===== config.mk =====
export PLATFORM = sky130hd
export DESIGN_NAME = alu_uart_master_flat
export DESIGN_NICKNAME = d
export VERILOG_FILES = /design/src/rtl/alu_uart_master_if.sv /design/src/rtl/alu_uart_master.sv /design/src/flat_wrapper.sv
export SDC_FILE = /design/constraint.sdc
export NUM_CORES = 1
export LEC_CHECK = 0
export ABC_AREA = 1
export CORE_ASPECT_RATIO = 1.4
export CORE_MARGIN = 1
export CORE_UTILIZATION = 56
export DETAILED_ROUTE_END_ITERATION = 8
export GPL_TIMING_DRIVEN = 0
export PLACE_DENSITY = 0.85
export REMOVE_ABC_BUFFERS = 1
export SLEW_MARGIN = 15
export SYNTH_ARGS = -nofsm -noshare
export SYNTH_HDL_FRONTEND = slang
export SYNTH_SLANG_ARGS = --single-unit

===== constraint.sdc =====
create_clock -name clk -period 4.9 [get_ports clk]
set_input_delay 0.49 -clock clk [delete_from_list [all_inputs] [get_ports clk]]
set_output_delay 0.49 -clock clk [all_outputs]
set_load 0.05 [all_outputs]

===== src/rtl/alu_uart_master_if.sv =====
// -----------------------------------------------------------------------------
// alu_uart_master_if
//   Byte-level UART link between the ALU command master and its UART
//   transmitter/receiver pair.
//
//   Signals:
//     o_tx_start  master -> uart  one-cycle pulse: transmit o_tx_data
//     o_tx_data   master -> uart  byte to transmit, held until i_txDone
//     i_txDone    uart -> master  one-cycle pulse: byte fully transmitted
//     i_rx_data   uart -> master  received byte
//     i_rxDone    uart -> master  one-cycle pulse: i_rx_data is valid
//
//   Handshake: a byte is handed over by a single-cycle o_tx_start pulse
//   (no ready); o_tx_data must stay stable until the transmitter answers
//   with a single-cycle i_txDone. i_rxDone is a single-cycle valid with no
//   back-pressure: a byte the master is not waiting for is simply lost.
//
//   Modports: master (the command master), slave (the UART side).
// -----------------------------------------------------------------------------
interface alu_uart_master_if #(
  parameter int NB_DATA = 8
) ();
  logic               o_tx_start;
  logic [NB_DATA-1:0] o_tx_data;
  logic               i_txDone;
  logic [NB_DATA-1:0] i_rx_data;
  logic               i_rxDone;

  modport master (
    output o_tx_start,
    output o_tx_data,
    input  i_txDone,
    input  i_rx_data,
    input  i_rxDone
  );

  modport slave (
    input  o_tx_start,
    input  o_tx_data,
    output i_txDone,
    output i_rx_data,
    output i_rxDone
  );
endinterface


===== src/rtl/alu_uart_master.sv =====
// -----------------------------------------------------------------------------
// alu_uart_master
//   Host-side command master for the UART ALU link. Captures one request
//   (A, B, opcode), sends it as three bytes A, B, {zeros,op} through a
//   byte-level UART transmitter, then waits for one result byte from the
//   receiver or gives up after TIMEOUT_CYCLES clocks.
//
//   Optional feature (macro ALU_UART_MASTER_RETRY_EN): on a result timeout
//   the whole request is resent up to MAX_RETRY times before o_timeout.
//
//   Ports:
//     clk          clock, rising edge
//     i_rst        synchronous active-high reset
//     i_start      request strobe, honoured only in IDLE
//     i_datoA/B    operands, captured on accepted i_start
//     i_operation  opcode, captured on accepted i_start
//     uart         UART byte link (master modport)
//     o_result     last received result, held until the next one
//     o_done       one-cycle pulse: o_result updated
//     o_timeout    one-cycle pulse: request abandoned
//     o_busy       high in every state except IDLE
//     o_state      current FSM state (debug)
//
//   All outputs are registered: they are computed from the next state, so
//   each one reflects the state entered on the same clock edge.
// -----------------------------------------------------------------------------
module alu_uart_master #(
  parameter int                    NB_DATA        = 8,
  parameter int                    NB_OP          = 6,
  parameter int                    NB_TIMEOUT     = 24,
  parameter logic [NB_TIMEOUT-1:0] TIMEOUT_CYCLES = 24'd10_000_000
`ifdef ALU_UART_MASTER_RETRY_EN
  ,
  parameter int                    MAX_RETRY      = 2
`endif
) (
  input  logic                 clk,
  input  logic                 i_rst,
  input  logic                 i_start,
  input  logic [NB_DATA-1:0]   i_datoA,
  input  logic [NB_DATA-1:0]   i_datoB,
  input  logic [NB_OP-1:0]     i_operation,
  alu_uart_master_if.master    uart,
  output logic [NB_DATA-1:0]   o_result,
  output logic                 o_done,
  output logic                 o_timeout,
  output logic                 o_busy,
  output logic [3:0]           o_state
);

  typedef enum logic [3:0] {
    IDLE     = 4'd0,
    SEND_A   = 4'd1,
    WAIT_A   = 4'd2,
    SEND_B   = 4'd3,
    WAIT_B   = 4'd4,
    SEND_OP  = 4'd5,
    WAIT_OP  = 4'd6,
    WAIT_RES = 4'd7,
    DONE     = 4'd8
  } state_t;

  // Last counter value before the timeout fires; the counter never
  // passes it, so it cannot wrap.
  localparam logic [NB_TIMEOUT-1:0] TC_LAST = TIMEOUT_CYCLES - 1'b1;

  state_t               state_q, state_next;
  logic [NB_DATA-1:0]   a_q, a_next;
  logic [NB_DATA-1:0]   b_q, b_next;
  logic [NB_DATA-1:0]   op_q, op_next;
  logic [NB_TIMEOUT-1:0] cnt_q, cnt_next;
  logic                 tx_start_next;
  logic [NB_DATA-1:0]   tx_data_next;
  logic [NB_DATA-1:0]   result_next;
  logic                 done_next;
  logic                 timeout_next;

`ifdef ALU_UART_MASTER_RETRY_EN
  localparam int NB_RETRY = $clog2(MAX_RETRY + 1);
  logic [NB_RETRY-1:0]  retry_q, retry_next;
`endif

  always_ff @(posedge clk) begin
    if (i_rst) begin
      state_q         <= IDLE;
      a_q             <= '0;
      b_q             <= '0;
      op_q            <= '0;
      cnt_q           <= '0;
      uart.o_tx_start <= 1'b0;
      uart.o_tx_data  <= '0;
      o_result        <= '0;
      o_done          <= 1'b0;
      o_timeout       <= 1'b0;
      o_busy          <= 1'b0;
`ifdef ALU_UART_MASTER_RETRY_EN
      retry_q         <= '0;
`endif
    end else begin
      state_q         <= state_next;
      a_q             <= a_next;
      b_q             <= b_next;
      op_q            <= op_next;
      cnt_q           <= cnt_next;
      uart.o_tx_start <= tx_start_next;
      uart.o_tx_data  <= tx_data_next;
      o_result        <= result_next;
      o_done          <= done_next;
      o_timeout       <= timeout_next;
      o_busy          <= (state_next != IDLE);
`ifdef ALU_UART_MASTER_RETRY_EN
      retry_q         <= retry_next;
`endif
    end
  end

  always_comb begin
    state_next    = state_q;
    a_next        = a_q;
    b_next        = b_q;
    op_next       = op_q;
    cnt_next      = cnt_q;
    tx_start_next = 1'b0;
    tx_data_next  = uart.o_tx_data;
    result_next   = o_result;
    done_next     = 1'b0;
    timeout_next  = 1'b0;
`ifdef ALU_UART_MASTER_RETRY_EN
    retry_next    = retry_q;
`endif

    unique case (state_q)
      IDLE: begin
        if (i_start) begin
          a_next        = i_datoA;
          b_next        = i_datoB;
          op_next       = {{(NB_DATA-NB_OP){1'b0}}, i_operation};
          // The operand register is written on this same edge, so the
          // first byte comes straight from the input.
          tx_start_next = 1'b1;
          tx_data_next  = i_datoA;
          state_next    = SEND_A;
`ifdef ALU_UART_MASTER_RETRY_EN
          retry_next    = '0;
`endif
        end
      end
      SEND_A:  state_next = WAIT_A;
      WAIT_A: begin
        if (uart.i_txDone) begin
          tx_start_next = 1'b1;
          tx_data_next  = b_q;
          state_next    = SEND_B;
        end
      end
      SEND_B:  state_next = WAIT_B;
      WAIT_B: begin
        if (uart.i_txDone) begin
          tx_start_next = 1'b1;
          tx_data_next  = op_q;
          state_next    = SEND_OP;
        end
      end
      SEND_OP: state_next = WAIT_OP;
      WAIT_OP: begin
        if (uart.i_txDone) begin
          cnt_next   = '0;
          state_next = WAIT_RES;
        end
      end
      WAIT_RES: begin
        // A result arriving on the terminal cycle still wins.
        if (uart.i_rxDone) begin
          result_next = uart.i_rx_data;
          done_next   = 1'b1;
          state_next  = DONE;
        end else if (cnt_q == TC_LAST) begin
`ifdef ALU_UART_MASTER_RETRY_EN
          if (retry_q < NB_RETRY'(MAX_RETRY)) begin
            retry_next    = retry_q + 1'b1;
            tx_start_next = 1'b1;
            tx_data_next  = a_q;
            state_next    = SEND_A;
          end else begin
            timeout_next = 1'b1;
            state_next   = IDLE;
          end
`else
          timeout_next = 1'b1;
          state_next   = IDLE;
`endif
        end else begin
          cnt_next = cnt_q + 1'b1;
        end
      end
      DONE:    state_next = IDLE;
      default: state_next = IDLE;
    endcase
  end

  assign o_state = state_q;

endmodule

===== src/flat_wrapper.sv =====
// flat-port wrapper written by rule: the top's interface ports become plain ports
module alu_uart_master_flat 
#(
  parameter int                    NB_DATA        = 8,
  parameter int                    NB_OP          = 6,
  parameter int                    NB_TIMEOUT     = 24,
  parameter logic [NB_TIMEOUT-1:0] TIMEOUT_CYCLES = 24'd10_000_000

)
  (clk, i_rst, i_start, i_datoA, i_datoB, i_operation, o_result, o_done, o_timeout, o_busy, o_state, uart_o_tx_start, uart_o_tx_data, uart_i_txDone, uart_i_rx_data, uart_i_rxDone);
  alu_uart_master_if #(.NB_DATA(NB_DATA)) uart_i ();
  input  logic clk;
  input  logic i_rst;
  input  logic i_start;
  input  logic [NB_DATA-1:0] i_datoA;
  input  logic [NB_DATA-1:0] i_datoB;
  input  logic [NB_OP-1:0] i_operation;
  output logic [NB_DATA-1:0] o_result;
  output logic o_done;
  output logic o_timeout;
  output logic o_busy;
  output logic [3:0] o_state;
  output wire logic [$bits(uart_i.o_tx_start)-1:0] uart_o_tx_start;
  output wire logic [$bits(uart_i.o_tx_data)-1:0] uart_o_tx_data;
  input wire logic [$bits(uart_i.i_txDone)-1:0] uart_i_txDone;
  input wire logic [$bits(uart_i.i_rx_data)-1:0] uart_i_rx_data;
  input wire logic [$bits(uart_i.i_rxDone)-1:0] uart_i_rxDone;
  assign uart_o_tx_start = uart_i.o_tx_start;
  assign uart_o_tx_data = uart_i.o_tx_data;
  assign uart_i.i_txDone = uart_i_txDone;
  assign uart_i.i_rx_data = uart_i_rx_data;
  assign uart_i.i_rxDone = uart_i_rxDone;
  alu_uart_master #(.NB_DATA(NB_DATA), .NB_OP(NB_OP), .NB_TIMEOUT(NB_TIMEOUT), .TIMEOUT_CYCLES(TIMEOUT_CYCLES)) u_core (.clk(clk), .i_rst(i_rst), .i_start(i_start), .i_datoA(i_datoA), .i_datoB(i_datoB), .i_operation(i_operation), .uart(uart_i), .o_result(o_result), .o_done(o_done), .o_timeout(o_timeout), .o_busy(o_busy), .o_state(o_state));
endmodule

==> metrics list <==
- Worst r2r dst: u_core.uart.o_tx_data[4]$_SDFFE_PP0P_
- The tool flagged a number of max-cap violations equal to 0.
- Critical Path Most Common Cell: nor2_1
- Relative to the synthesized area, the layout overhead comes to 24.4%.
* Fin. Hold Viols: 0
- Clock Pin Slew Worst Setup and Hold Paths: 0.07 ns
* Post-synthesis cell count: 462
- The net count of the finished layout is 548.
- In this run the power density over the cells is 310 nW/um^2.
- Entering global routing, the biggest net connects 38 pins.
- Slowest-stage cell, CP: nand3_1
- Port buffering added 58 buffers.
- Async SR Flop Fraction: 0
* Final wirelength: 7810 um
- Routability-driven placement finished with a final weighted congestion of 0.881.
- CP bufs+invs: 1
- Design Power: 1.23 mW
- Wire length of the first global-routing pass: 13000 um
- CP arrival: 2.51 ns
- Synthesis warning total: 0
* Top-level port count: 59
- Number of CTS-inserted buffers: 9
- The number of gates resized after CTS was 0.
- Counting buffers and inverters, the worst setup path is 6 cells deep.
* Leakage power total: 1.42 nW
- Number of diodes added for antenna fixing: 0
- Area of the mapped netlist: 3190 um^2
* Number of register bits inferred by synthesis: 62
- Family with the most delay on the worst path: simple AND/OR/NAND/NOR gates
* CTS tree: yes
- In the final layout, the share of cells above drive strength 1 is 0.112.
- # H-tree levels: 3
- Horizontal extent of the die: 65.8 um
- The cell sitting at the root of the clock tree is a clkbuf_8.
* Placement row count: 32
- Critical path cell sequence: nor2_1, nand3_1, nand2_1, inv_1, nor2_1, nor2_1
- Drt initial violations: 110
* Placed cell count: 569
* Register-to-register setup slack: 2.63 ns
* Worst setup path endpoint: u_core.uart.o_tx_data[4]$_SDFFE_PP0P_
- For this run, design rule violations remaining after detail routing come to 0.
- Counting the fill cells in the layout gives 455.
- Number of clock sinks: 62
- Outcome: completed
- Once detail routing completed, the nets flagged for antenna violations numbered 0.
- The synthesized design contains 0 enable-type register cells.
- Of all nets on the critical path, the largest fanout is 25.
* Largest incremental delay on the critical path: 0.61 ns
* Clock skew after layout: 0.0102 ns
* Achievable clock frequency: 440 MHz
* Crit. End Element: flop
* Aggregate negative setup slack: 0 ns
* Die footprint: 6010 um^2
* Final worst-path cycle share: 0.464
* Placed wire-length estimate after detailed placement: 5530 um
- The startpoint identified for the worst register-to-register timing path is u_core.o_state[3]$_SDFF_PP0_.
* Post-synthesis area per instance: 6.90 um^2
* Placeable core region: 5490 um^2
* Critical Path Source Type: flop
- Tracing the worst setup path back leads to its startpoint at u_core.o_state[3]$_SDFF_PP0_.
- The most used flip-flop cell after synthesis is dfxtp_1.
- Clock latency reported for the late side of the worst-skew pair: 0.35 ns
- Dividing the detail-routed via count by the number of cells gives 5.38.
- Final critical path time including I/O delays and setup: 2.27 ns
- Setup violations remaining at the end of the flow were counted as 0.
- The number of global-route vias before repair was 3077.
* Path depth of the worst reg2reg path: 6
- Antenna violations before repair: 0
* Share of synthesized area occupied by flip-flops and latches: 0.389
- Die Height: 91.3 um
- For this run, the total global-route usage over all layers was measured as 0.283.
- Maximum root-to-sink buffer count: 2
- CTS Hold Buffers Added: 0
- Post-DR wirelength/cell: 13.3 um
- Classification of the worst-slack hold path: flop to flop
* Netlist cell types: 33
- Hold Path Cell Cnt: 2
* Post-route insts no fill: 585
* Required time worst endpoint: 5.14 ns
- Hold Worst Slack: 0.459 ns
- Vias after detailed routing: 3148
- Unrepaired setup endpoints after global routing: no
* Pins Over Slew Limit: 0
- Total overflow reported by the global router: 0
* Worst slew margin relative to its limit: 0.461
- Kind of critical path: flop to flop
- At the pin with the least slew margin, the transition time is 0.806 ns.
* Starting density of the core: 0.581
* Peak supply drop: 0.186 mV
* Number of detailed-routing iterations run before antenna repair: 4
- Post-CTS setup buffer count: 0
## layout make-up
class,count,area (um^2),area share
multi-input cells,337,1690,0.425
flip-flops and latches,62,1240,0.313
repair buffers,58,576,0.145
inverters,44,165,0.0416
clock buffers,10,128,0.0322
clock inverters,6,86.3,0.0218
well taps,68,85.1,0.0214
## where the power goes
group	total [mW]	internal, mW	switching (mW)
Combinational	0.192	0.0717	0.120
Clock	0.497	0.285	0.211
Sequential	0.542	0.530	0.0121
Total	1.23	0.887	0.344
## cell usage after synthesis (6+ instances only)
master	number	area, um^2
nand2_1	98	368
nor3_1	6	30.0
inv_1	40	150
nand4_1	9	56.3
a21oi_2	10	87.6
nor2_1	65	244
o21ai_0	20	100
a21oi_1	34	170
nand3_1	43	215
clkbuf_1	11	41.3
nand2_2	15	93.8
dfxtp_1	62	1240
xor2_1	9	78.8
## kinds of logic after synthesis
logic type | Yosys count | share of synthesized area
buffers and inverters | 63 | 0.0816
XOR/XNOR | 11 | 0.0302
flip-flops | 62 | 0.389
AO/OA/AOI/OAI | 74 | 0.136
AND/OR/NAND/NOR | 251 | 0.359
adder cells (fa/ha/maj) | 1 | 0.00392
## placed cells by master, fill, tap and decap left out, drive strengths merged, types with 2 or more instances in the layout
master	instances
nand2	115
nor2	72
dfxtp	62
clkdlybuf4s50	57
nand3	45
inv	44
a21oi	44
o21ai	20
clkbuf	10
nand4	9
xor2	9
nor3	7
o211ai	4
o221ai	3
clkinv	3
xnor2	2
a31oi	2
bufinv	2
## metal layers
| layer | vias to the layer above | GRT usage | share of wire |
|---|---|---|---|
| li1 | 1600 | - | - |
| met1 | 1441 | 0.271 | 0.39 |
| met2 | 82 | 0.522 | 0.53 |
| met3 | 25 | 0.0741 | 0.046 |
| met4 | 0 | 0.154 | 0.034 |
| met5 | - | 0 | 0 |
## stage by stage
step	area, um^2	util	setup WS, ns
final	3970	0.724	2.63
after global routing	3970	0.724	2.38
after CTS	3970	0.724	2.61
after detailed placement	3750	0.685	2.26
after global placement	3760	0.685	1.46
after floorplan	3090	-	2.90
## tightest hold or removal path, cell delays in order, from the launching register on
cell and delay [ns]:
dfxtp_1 0.30, inv_1 0.06, a21oi_1 0.05
## worst min path at each step
stage	slack (ns)	end	start
finish	0.46	u_core.op_q[0]$_SDFFE_PP0P_	u_core.op_q[0]$_SDFFE_PP0P_
floorplan	0.43	u_core.op_q[2]$_SDFFE_PP0P_	u_core.op_q[2]$_SDFFE_PP0P_
CTS	0.46	u_core.op_q[0]$_SDFFE_PP0P_	u_core.op_q[0]$_SDFFE_PP0P_
detailed placement	0.45	u_core.op_q[0]$_SDFFE_PP0P_	u_core.op_q[0]$_SDFFE_PP0P_
global placement	0.44	u_core.op_q[5]$_SDFFE_PP0P_	u_core.op_q[5]$_SDFFE_PP0P_
global route	0.48	u_core.o_result[0]$_SDFFE_PP0P_	u_core.o_result[0]$_SDFFE_PP0P_
## registers in the layout, indices dropped and copies added, names as in the netlist
name and cells:
u_core.cnt_q 24, u_core.o_state 4, u_core.o_timeout 1, u_core.uart.o_tx_start 1, u_core.o_result 8, u_core.op_q 6
u_core.b_q 8, u_core.o_done 1, u_core.o_busy 1, u_core.uart.o_tx_data 8
(Power assumes the default switching activity.)
